`config.mk`:
```
export PLATFORM = sky130hd
export DESIGN_NAME = noc_local_ni
export DESIGN_NICKNAME = d
export VERILOG_FILES = /design/src/rtl/noc_pkg.sv /design/src/rtl/noc_ni_fifo.sv /design/src/rtl/noc_local_ni.sv
export SDC_FILE = /design/constraint.sdc
export NUM_CORES = 1
export LEC_CHECK = 0
export CORE_AREA = 2 2 174 176
export DETAILED_ROUTE_END_ITERATION = 8
export DIE_AREA = 0 0 176 178
export PLACE_DENSITY = 0.83
export SYNTH_ARGS = -nofsm -noshare
export SYNTH_HDL_FRONTEND = slang
export SYNTH_SLANG_ARGS = --single-unit
```
`constraint.sdc`:
```
create_clock -name clk -period 2.25 [get_ports clk]
set_input_delay 0.3375 -clock clk [delete_from_list [all_inputs] [get_ports clk]]
set_output_delay 0.3375 -clock clk [all_outputs]
set_load 0.03 [all_outputs]
```
`src/rtl/noc_pkg.sv`:
```
// Shared types for the local network interface: flit layout and TX FSM states.
// Destination field is {x[1:0], y[1:0]}.
package noc_pkg;
    localparam int DEST_W    = 4;
    localparam int PAYLOAD_W = 32;
    localparam int FLIT_W    = DEST_W + PAYLOAD_W;

    typedef struct packed {
        logic [DEST_W-1:0]    dest;
        logic [PAYLOAD_W-1:0] data;
    } flit_t;

    typedef enum logic [1:0] {IDLE, SEND, WAIT} ni_tx_state_e;
endpackage

```
`src/rtl/noc_ni_fifo.sv`:
```
// Generic synchronous FIFO with occupancy count.
// Latency: push visible at dout/count the cycle after the write edge.
// Backpressure: push ignored when full unless a pop frees the slot in the same cycle.
module noc_ni_fifo #(
    parameter int  DEPTH = 4,
    parameter type T     = logic [7:0]
) (
    input  logic                     clk,
    input  logic                     rst,
    input  logic                     push,
    input  T                         din,
    input  logic                     pop,
    output T                         dout,
    output logic                     full,
    output logic                     empty,
    output logic [$clog2(DEPTH):0]   count
);
    localparam int AW = $clog2(DEPTH);

    T               mem [DEPTH];
    logic [AW-1:0]  wptr;
    logic [AW-1:0]  rptr;
    logic           do_push;
    logic           do_pop;

    assign full    = (count == (AW+1)'(DEPTH));
    assign empty   = (count == '0);
    assign do_pop  = pop && !empty;
    assign do_push = push && (!full || do_pop);
    assign dout    = mem[rptr];

    always_ff @(posedge clk) begin
        if (do_push) mem[wptr] <= din;
    end

    always_ff @(posedge clk or negedge rst) begin
        if (!rst) begin
            wptr  <= '0;
            rptr  <= '0;
            count <= '0;
        end else begin
            if (do_push) wptr <= wptr + AW'(1);
            if (do_pop)  rptr <= rptr + AW'(1);
            count <= count + (AW+1)'(do_push) - (AW+1)'(do_pop);
        end
    end
endmodule

```
`src/rtl/noc_local_ni.sv`:
```
// PE <-> router local-port interface: TX FIFO with credit-gated injection, RX FIFO with credit return.
// Latency: PE push in cycle N -> net_tx_valid_o in N+2; RX pop -> net_credit_o next cycle.
// Backpressure: pe_tx_ready_o drops when TX FIFO full; injection stalls at zero credit; RX overflow drops.
module noc_local_ni
    import noc_pkg::*;
#(
    parameter int TX_DEPTH = 4,
    parameter int RX_DEPTH = 4,
    parameter int CREDITS  = 4
) (
    input  logic              clk,
    input  logic              rst,
    input  logic [DEST_W-1:0] my_addr_i,
    input  logic [FLIT_W-1:0] pe_tx_flit_i,
    input  logic              pe_tx_valid_i,
    output logic              pe_tx_ready_o,
    output logic [FLIT_W-1:0] pe_rx_flit_o,
    output logic              pe_rx_valid_o,
    input  logic              pe_rx_ready_i,
    output logic [FLIT_W-1:0] net_tx_flit_o,
    output logic              net_tx_valid_o,
    input  logic              net_credit_i,
    input  logic [FLIT_W-1:0] net_rx_flit_i,
    input  logic              net_rx_valid_i,
    output logic              net_credit_o,
    output logic [15:0]       tx_count_o,
    output logic [15:0]       rx_count_o,
    output logic [2:0]        err_o
);
    localparam int CW  = $clog2(CREDITS + 1);
    localparam int TXW = $clog2(TX_DEPTH) + 1;
    localparam int RXW = $clog2(RX_DEPTH) + 1;

    ni_tx_state_e   state;
    logic [CW-1:0]  credit;
    logic [CW-1:0]  credit_nxt;
    logic [TXW-1:0] tx_cnt;
    logic [TXW-1:0] tx_cnt_nxt;
    logic [RXW-1:0] rx_cnt;
    logic           tx_full, tx_empty, rx_full, rx_empty;
    logic           tx_push, inject, rx_pop, rx_push, credit_ovf;
    flit_t          tx_in, tx_head, rx_in, rx_head;

    assign tx_in         = pe_tx_flit_i;
    assign rx_in         = net_rx_flit_i;
    assign pe_tx_ready_o = !tx_full;
    assign tx_push       = pe_tx_valid_i && !tx_full;
    assign inject        = (state == SEND);
    assign rx_pop        = pe_rx_ready_i && !rx_empty;
    assign rx_push       = net_rx_valid_i && (!rx_full || rx_pop);
    assign pe_rx_valid_o = (rx_cnt != '0);
    assign pe_rx_flit_o  = rx_head;
    assign credit_ovf    = net_credit_i && !inject && (credit == CW'(CREDITS));
    assign tx_cnt_nxt    = tx_cnt + TXW'(tx_push) - TXW'(inject);

    always_comb begin
        credit_nxt = credit;
        if (inject && !net_credit_i)
            credit_nxt = credit - CW'(1);
        else if (net_credit_i && !inject && !credit_ovf)
            credit_nxt = credit + CW'(1);
    end

    noc_ni_fifo #(.DEPTH(TX_DEPTH), .T(flit_t)) u_tx_fifo (
        .clk(clk), .rst(rst), .push(tx_push), .din(tx_in), .pop(inject),
        .dout(tx_head), .full(tx_full), .empty(tx_empty), .count(tx_cnt)
    );

    noc_ni_fifo #(.DEPTH(RX_DEPTH), .T(flit_t)) u_rx_fifo (
        .clk(clk), .rst(rst), .push(rx_push), .din(rx_in), .pop(rx_pop),
        .dout(rx_head), .full(rx_full), .empty(rx_empty), .count(rx_cnt)
    );

    // State is chosen from next-cycle occupancy and credit, so SEND always means "pop this cycle".
    always_ff @(posedge clk or negedge rst) begin
        if (!rst) begin
            state          <= IDLE;
            credit         <= CW'(CREDITS);
            net_tx_flit_o  <= '0;
            net_tx_valid_o <= 1'b0;
            net_credit_o   <= 1'b0;
            tx_count_o     <= '0;
            rx_count_o     <= '0;
            err_o          <= '0;
        end else begin
            case (state)
                IDLE, SEND, WAIT: begin
                    if (tx_cnt_nxt == '0)      state <= IDLE;
                    else if (credit_nxt != '0) state <= SEND;
                    else                       state <= WAIT;
                end
                default: state <= IDLE;
            endcase
            credit         <= credit_nxt;
            net_tx_valid_o <= inject;
            net_credit_o   <= rx_pop;
            if (inject) begin
                net_tx_flit_o <= tx_head;
                tx_count_o    <= tx_count_o + 16'd1;
            end
            if (rx_push) rx_count_o <= rx_count_o + 16'd1;
            if (net_rx_valid_i && !rx_push)                 err_o[0] <= 1'b1;
            if (credit_ovf)                                 err_o[1] <= 1'b1;
            if (net_rx_valid_i && rx_in.dest != my_addr_i)  err_o[2] <= 1'b1;
        end
    end

    a_inject_needs_credit: assert property (@(posedge clk) disable iff (!rst)
        inject |-> (credit != '0) && !tx_empty);
endmodule
```
## After elaboration in Yosys (flattened, before gate mapping)

Memories as Yosys holds them, arrays and structs flattened. A register that Yosys moved wholly into a read port is not among the register bits.
Index checks and enable logic that the tools add are counted.

| cells by class | value |
|---|---|
| add/sub/neg operators | 14 |
| multiply operators | 0 |
| div/mod/pow operators | 0 |
| $lt $le $gt $ge | 0 |
| equality and inequality tests | 6 |
| shifts and indexed selects | 0 |
| mux-type cells | 9 |
| bitwise operators | 0 |
| reductions and logical operators | 32 |

Operators by type and width:

| operator | number |
|---|---|
| $add 16x1->16 const B | 2 |
| $logic_and 1x1->1 | 13 |
| $add 3x1->3 | 3 |
| $eq 3x3->1 const B | 3 |
| $logic_not 1->1 | 9 |
| $logic_not 3->1 | 3 |
| $sub 3x1->3 | 3 |
| $add 2x1->2 const B | 4 |
| $mux 2 | 3 |
| $mux 3 | 2 |
| $reduce_bool 3->1 | 2 |
| $mux 1 | 4 |
| $ne 4x4->1 | 1 |
| $add 3x1->3 const B | 1 |
| $logic_or 1x1->1 | 3 |
| $reduce_or 3->1 | 1 |
| $sub 3x1->3 const B | 1 |
| $eq 2x1->1 const B | 1 |
| $eq 2x2->1 const B | 1 |
| $logic_not 2->1 | 1 |

| storage, ports and cells | value |
|---|---|
| register bits after elaboration | 56 |
| bits in latches | 0 |
| memory bits (writable) | 288 |
| memory bits (read-only) | 0 |
| memories kept | 2 |

Memory list:

| memory | words | width | rd ports | clocked after memory_dff | write ports | RTL line | RTL |
|---|---|---|---|---|---|---|---|
| u_rx_fifo.mem | 4 | 36 | 1 | 0 | 1 | noc_ni_fifo.sv:20 | `T mem [DEPTH];` |
| u_tx_fifo.mem | 4 | 36 | 1 | 1 | 1 | noc_ni_fifo.sv:20 |  |

## Longest topological paths before layout

Gate-level depths: netlist (run 1).

| depth | value |
|---|---|
| depth after elaboration | 12 |
| mapped depth | 10 |
| gate-level depth less buffers | 9 |

## Cells and area by module

A second synthesis (run 1) with hierarchy kept.

| unflattened totals | value |
|---|---|
| cell total of the unflattened synthesis | 782 |
| area, all modules | 14606.5 um^2 |

Modules (own cells, without submodules):

| module | instances | cells an instance | area each (um^2) | sequential area each (um^2) |
|---|---|---|---|---|
| noc_ni_fifo | 2 | 223 | 5624.1 | 4499.3 |
| noc_local_ni | 1 | 336 | 3358.2 | 1953.1 |

## Least setup slack after synthesis (run 1)

OpenSTA, ideal clock, no wires.

| timing path | value |
|---|---|
| path kind | reg2reg |
| from | reg u_rx_fifo.count[1] |
| to | reg u_rx_fifo.count[2] |
| arrival time | 2.309 ns |
| slack | -0.182 ns |
| cell stages (with the launch flop) | 10 |
| buffers on the path | 0 |
| period minus slack after synthesis | 2.432 ns |
| cell sequence | dfrtp_1 > or3_1 > and2_1 > ha_1 > inv_1 > ha_1 > inv_1 > fa_1 > xnor2_1 > xnor2_1 |

| between the ends | value |
|---|---|
| longest elaborated chain between the ends | 8 |
| elaborated cells between the ends (all ways) | 12 |

RTL lines:

| what | RTL line | RTL |
|---|---|---|
| start: declaration | noc_ni_fifo.sv:16 | `output logic [$clog2(DEPTH):0] count` |
| start signal: assignment | noc_ni_fifo.sv:44 | `count <= count + (AW+1)'(do_push) - (AW+1)'(do_pop);` |
| $logic_not 3->1 (*) | noc_ni_fifo.sv:27 | `assign empty = (count == '0);` |
| $logic_not 1->1 (*) | noc_local_ni.sv:49 | `assign rx_pop = pe_rx_ready_i && !rx_empty;` |
| $logic_and 1x1->1 (*) | noc_local_ni.sv:49 |  |
| named net rx_pop | noc_local_ni.sv:41 | `logic tx_push, inject, rx_pop, rx_push, credit_ovf;` |
| $logic_or 1x1->1 or $logic_and 1x1->1 (tied branches) | noc_local_ni.sv:50, noc_ni_fifo.sv:28 |  |
| $logic_and 1x1->1 or $logic_or 1x1->1 (tied branches) | noc_local_ni.sv:50, noc_ni_fifo.sv:29 |  |
| $logic_and 1x1->1 | noc_ni_fifo.sv:29 | `assign do_push = push && (!full \|\| do_pop);` |
| $add 3x1->3 | noc_ni_fifo.sv:44 |  |
| $sub 3x1->3 (*) | noc_ni_fifo.sv:44 |  |

Mark *: on every way through the listed nets, which the timed path passes. The rest lies on a longest branch.
A chain may end at the register's enable or synchronous reset.

## Worst setup path in the final report (run 1)

| timing path | value |
|---|---|
| from | reg u_rx_fifo.rptr[0] |
| to | out pe_rx_flit_o[27] |

| between the ends | value |
|---|---|
| longest elaborated chain between the ends | 1 |

RTL lines:

| what | RTL line | RTL |
|---|---|---|
| start: declaration | noc_ni_fifo.sv:22 | `logic [AW-1:0] rptr;` |
| start signal: assignment | noc_ni_fifo.sv:43 | `if (do_pop) rptr <= rptr + AW'(1);` |
| $mem_v2 4x36 | -- |  |
| end: declaration | noc_local_ni.sv:17 | `output logic [FLIT_W-1:0] pe_rx_flit_o,` |

No other way between the ends.

==> metrics.txt, run 1 <==
total CTS buffers=38; Initial Util=49.6%; Clock transition at path regs=approximately 60 ps; die area=between 0.03 and 0.04 mm2; worst setup slack after layout=-87.0 ps; Multi-input gate area=around 0.0035 mm2; number of global-route vias before repair=between 8k and 9k; Pint=between 15 and 20 mW; CTS max path bufs=3; Synth Flop Type=edfxtp_1; CP Capture Type=output pin; Worst setup SP type=flip-flop; Die W=about 180 um; routed wire length=around 30 mm; first-pass GRT wire length=between 40 and 50 mm; I/O Buffers=approximately 190; TritonRoute pass-1 iters=8; top post-synthesis cells by area=edfxtp_1 59%, dfrtp_1 16%, mux4_2 11%; max_cap viols=0; share of the synthesized area in the top cell type=59.3%; routed len/inst=between 20 and 25 um; via count=7712; worst path cell trace=buf_12 > clkbuf_16 > mux4_2 > buf_6; Detail Route Antenna Nets=0; final setup TNS=-87.0 ps; core area=just under 0.03 mm2; Post-Syn Area per Cell=approximately 19 um2; synthesized area=~0.015 mm2; relative slew slack=a little over three fifths; Yosys cell types=57; Setup Viol. Count Final=1; register area=0.0110 mm2; Post-Synthesis Cells=between 700 and 800; CTS tree=done; worst-skew pair later-pin latency=between 500 and 600 ps; nets@finish=between 1k and 1.5k; RSZ-0062 raised after global routing=true; combinational share of power=a little under two fifths; Worst EP arrival=~2000 ps; CP Data Required Time=~1900 ps; Async SR Flop Fraction=between 20% and 30%; Placed Instances=roughly 1.4k; pin count of the biggest net entering global routing=between 40 and 50; gr ovfl total=0; run status=finished with violations; CP max stage delay=approximately 600 ps; Final Cycle Share=104%; final non-filler cell total=between 1k and 1.5k; antenna violations before repair=3; failing checks=setup timing; sw frac=approximately a third; Synthesized Nets=880; Slew Limit Fails=0; CP max stage cell=mux4_2; final hold vios=0; VDD IR max=1030 uV; kind of critical path=reg2out; Worst-Margin Slew=around 560 ps; Final min period=~2300 ps; EDFF count, synth=approximately 290; I/O pin count=approximately 190; worst min path class=in2async; clock share of power=between 20% and 30%; RD Place Congestion=around 0.78; dpl hpwl=between 15 and 20 mm; via/cell ratio=5.36; Root Driver=clkbuf_16; sequential share of the synthesized area=between 70% and 80%; Iteration-0 DRC Markers=slightly below 600; Max FO, Critical Path=8; largest area contributor in the netlist=edfxtp_1; Power Density=1440 mW/mm2; cell row count=63; FMAX=428 MHz; H-tree depth=2; #FFs+latches synth=380; YS warnings=0; layout cells sized above 1=23.5%; Clock Skew=11.7 ps; Fill cells=approximately 2k; Reg power frac=37.9%; GRT Total Usage=approximately a fifth; total number of clock tree sinks=380; P_sw=around 9.1 mW; die height=about 180 um; DRC viols=0; leakage=around 7 nW; Layout area overhead=29.2%
-- layout make-up --
type / instances / area share, %
clock buffers: 52 / 5.76
diodes: 1 / 0.0133
inverters: 18 / 0.385
multi-input cells: 351 / 18.5
repair buffers: 231 / 13.5
flip-flops and latches: 380 / 58.2
clock inverters: 17 / 1.11
well taps: 390 / 2.59
-- synth_stat cells, types with 2 or more instances --
master    count
nand2_1     133
dfrtp_1      91
and2_1        7
and4_1        2
o21ai_0       3
nand4_1       6
xor2_1        9
nor2_1        7
edfxtp_1    288
buf_4         5
mux2_2        2
ha_1         18
inv_1        15
fa_1          3
a21oi_1       2
and3_1        8
inv_2         2
xnor2_1      37
clkbuf_1      5
a21o_1        2
buf_2        12
buf_1         3
nand3_2       3
buf_6         2
mux4_2       72
nand3_1       9
-- critical path, delay by kind of cell (launching register included) --
kind,cells,cell delay (ps)
buf+inv,3,510
flops,1,380
mux,1,600
-- layer usage --
metal | vias to the layer above | routed length (um) | global-route usage [%]
met1 | 3929 | 12500 | 25.2
met3 | 43 | 2310 | 4.75
met4 | 4 | 442 | 4.06
met2 | 290 | 15000 | 32.9
li1 | 3446 | - | -
met5 | - | 27 | 0
-- cell families after synthesis --
group / Yosys count / synth area share, %
XOR/XNOR: 46 / 2.76
flip-flops: 380 / 75.1
buffers and inverters: 46 / 1.54
AND/OR/NAND/NOR: 194 / 6.59
AO/OA/AOI/OAI: 16 / 0.798
multiplexers: 74 / 11.3
adder cells (fa/ha/maj): 21 / 1.96
-- placed cells by master, fill, tap and decap left out, types with 5 or more instances in the layout --
master / Yosys / layout
nand3_1: 9 / 8
mux4_2: 72 / 72
clkbuf_1: 5 / 7
inv_1: 15 / 12
buf_6: 2 / 36
nand2_1: 133 / 133
buf_12: 0 / 18
clkbuf_16: 0 / 40
nand4_1: 6 / 6
dfrtp_1: 91 / 87
bufinv_16: 0 / 5
xor2_1: 9 / 9
edfxtp_1: 288 / 288
xnor2_1: 37 / 35
ha_1: 18 / 16
buf_4: 5 / 18
clkinv_1: 0 / 6
clkdlybuf4s50_1: 0 / 154
nor2_1: 7 / 7
clkbuf_8: 0 / 6
-- power by group through the flow --
stage	logic [mW]	clock network [mW]	registers [mW]
finish	10.4	6.46	10.3
global route	11.1	6.87	10.4
CTS	10.2	6.60	10.3
detailed placement	9.70	0	10.4
global placement	9.50	0	10.3
floorplan	5.34	0	11.1
-- sequential cells by signal, indices dropped and copies added (netlist names) --
signal and count:
u_tx_fifo.mem 144, tx_count_o 16, state 2, u_tx_fifo.rptr 2, u_rx_fifo.wptr 2, u_rx_fifo.rptr 2, u_rx_fifo.mem 144, rx_count_o 16
net_tx_valid_o 1, u_rx_fifo.count 3, net_credit_o 1, u_tx_fifo.wptr 2, credit 3, u_tx_fifo.count 3, err_o 3, net_tx_flit_o 36
-- path summary, 6_finish.rpt --
check,start,end,slack (ps),cells after the start
worst min register to register,err_o[2],err_o[2],450,1
worst max register to register,u_rx_fifo.count[2],u_rx_fifo.count[2],90,9
worst min-delay path,rst,net_tx_flit_o[3],350,2
worst max-delay path,u_rx_fifo.rptr[0],pe_rx_flit_o[27],-90,4
max in group asynchronous,rst,credit[2],1240,3
min in group clk,err_o[2],err_o[2],450,1
-- per-stage QoR --
step / area, um2 / power, mW / util (%) / hold WS [ps] / setup WS (ps)
2_1_floorplan: 14600 / 16.4 / - / 41.9 / 4.60
3_3_place_gp: 17200 / 19.9 / 58.6 / 352 / 77.9
3_5_place_dp: 17200 / 20.1 / 58.6 / 357 / 16.3
4_1_cts: 18700 / 27.0 / 63.6 / 359 / -30.5
5_1_grt: 18800 / 28.4 / 64.1 / 383 / -136
6_report: 18800 / 27.1 / 64.1 / 352 / -87.0
-- what timing repair did --
action                                  4_1_cts  5_1_grt
cloned                                        1        1
gates resized for setup                      23       27
hold buffers                                  1        0
hold endpoints to repair                     34        0
buffers inserted                              4        1
endpoints found under the setup margin       32       36
pin swaps                                     0        5
(Power assumes the default switching activity.)
==> run 2: changes to the inputs <==
--- a/config.mk
+++ b/config.mk
@@ -8,6 +8,7 @@
 export CORE_AREA = 2 2 174 176
 export DETAILED_ROUTE_END_ITERATION = 8
 export DIE_AREA = 0 0 176 178
+export GPL_TIMING_DRIVEN = 1
 export PLACE_DENSITY = 0.83
 export SYNTH_ARGS = -nofsm -noshare
 export SYNTH_HDL_FRONTEND = slang
==> results of run 2 <==
No change in the layout: final DEF, timing and power equal those of run 1.
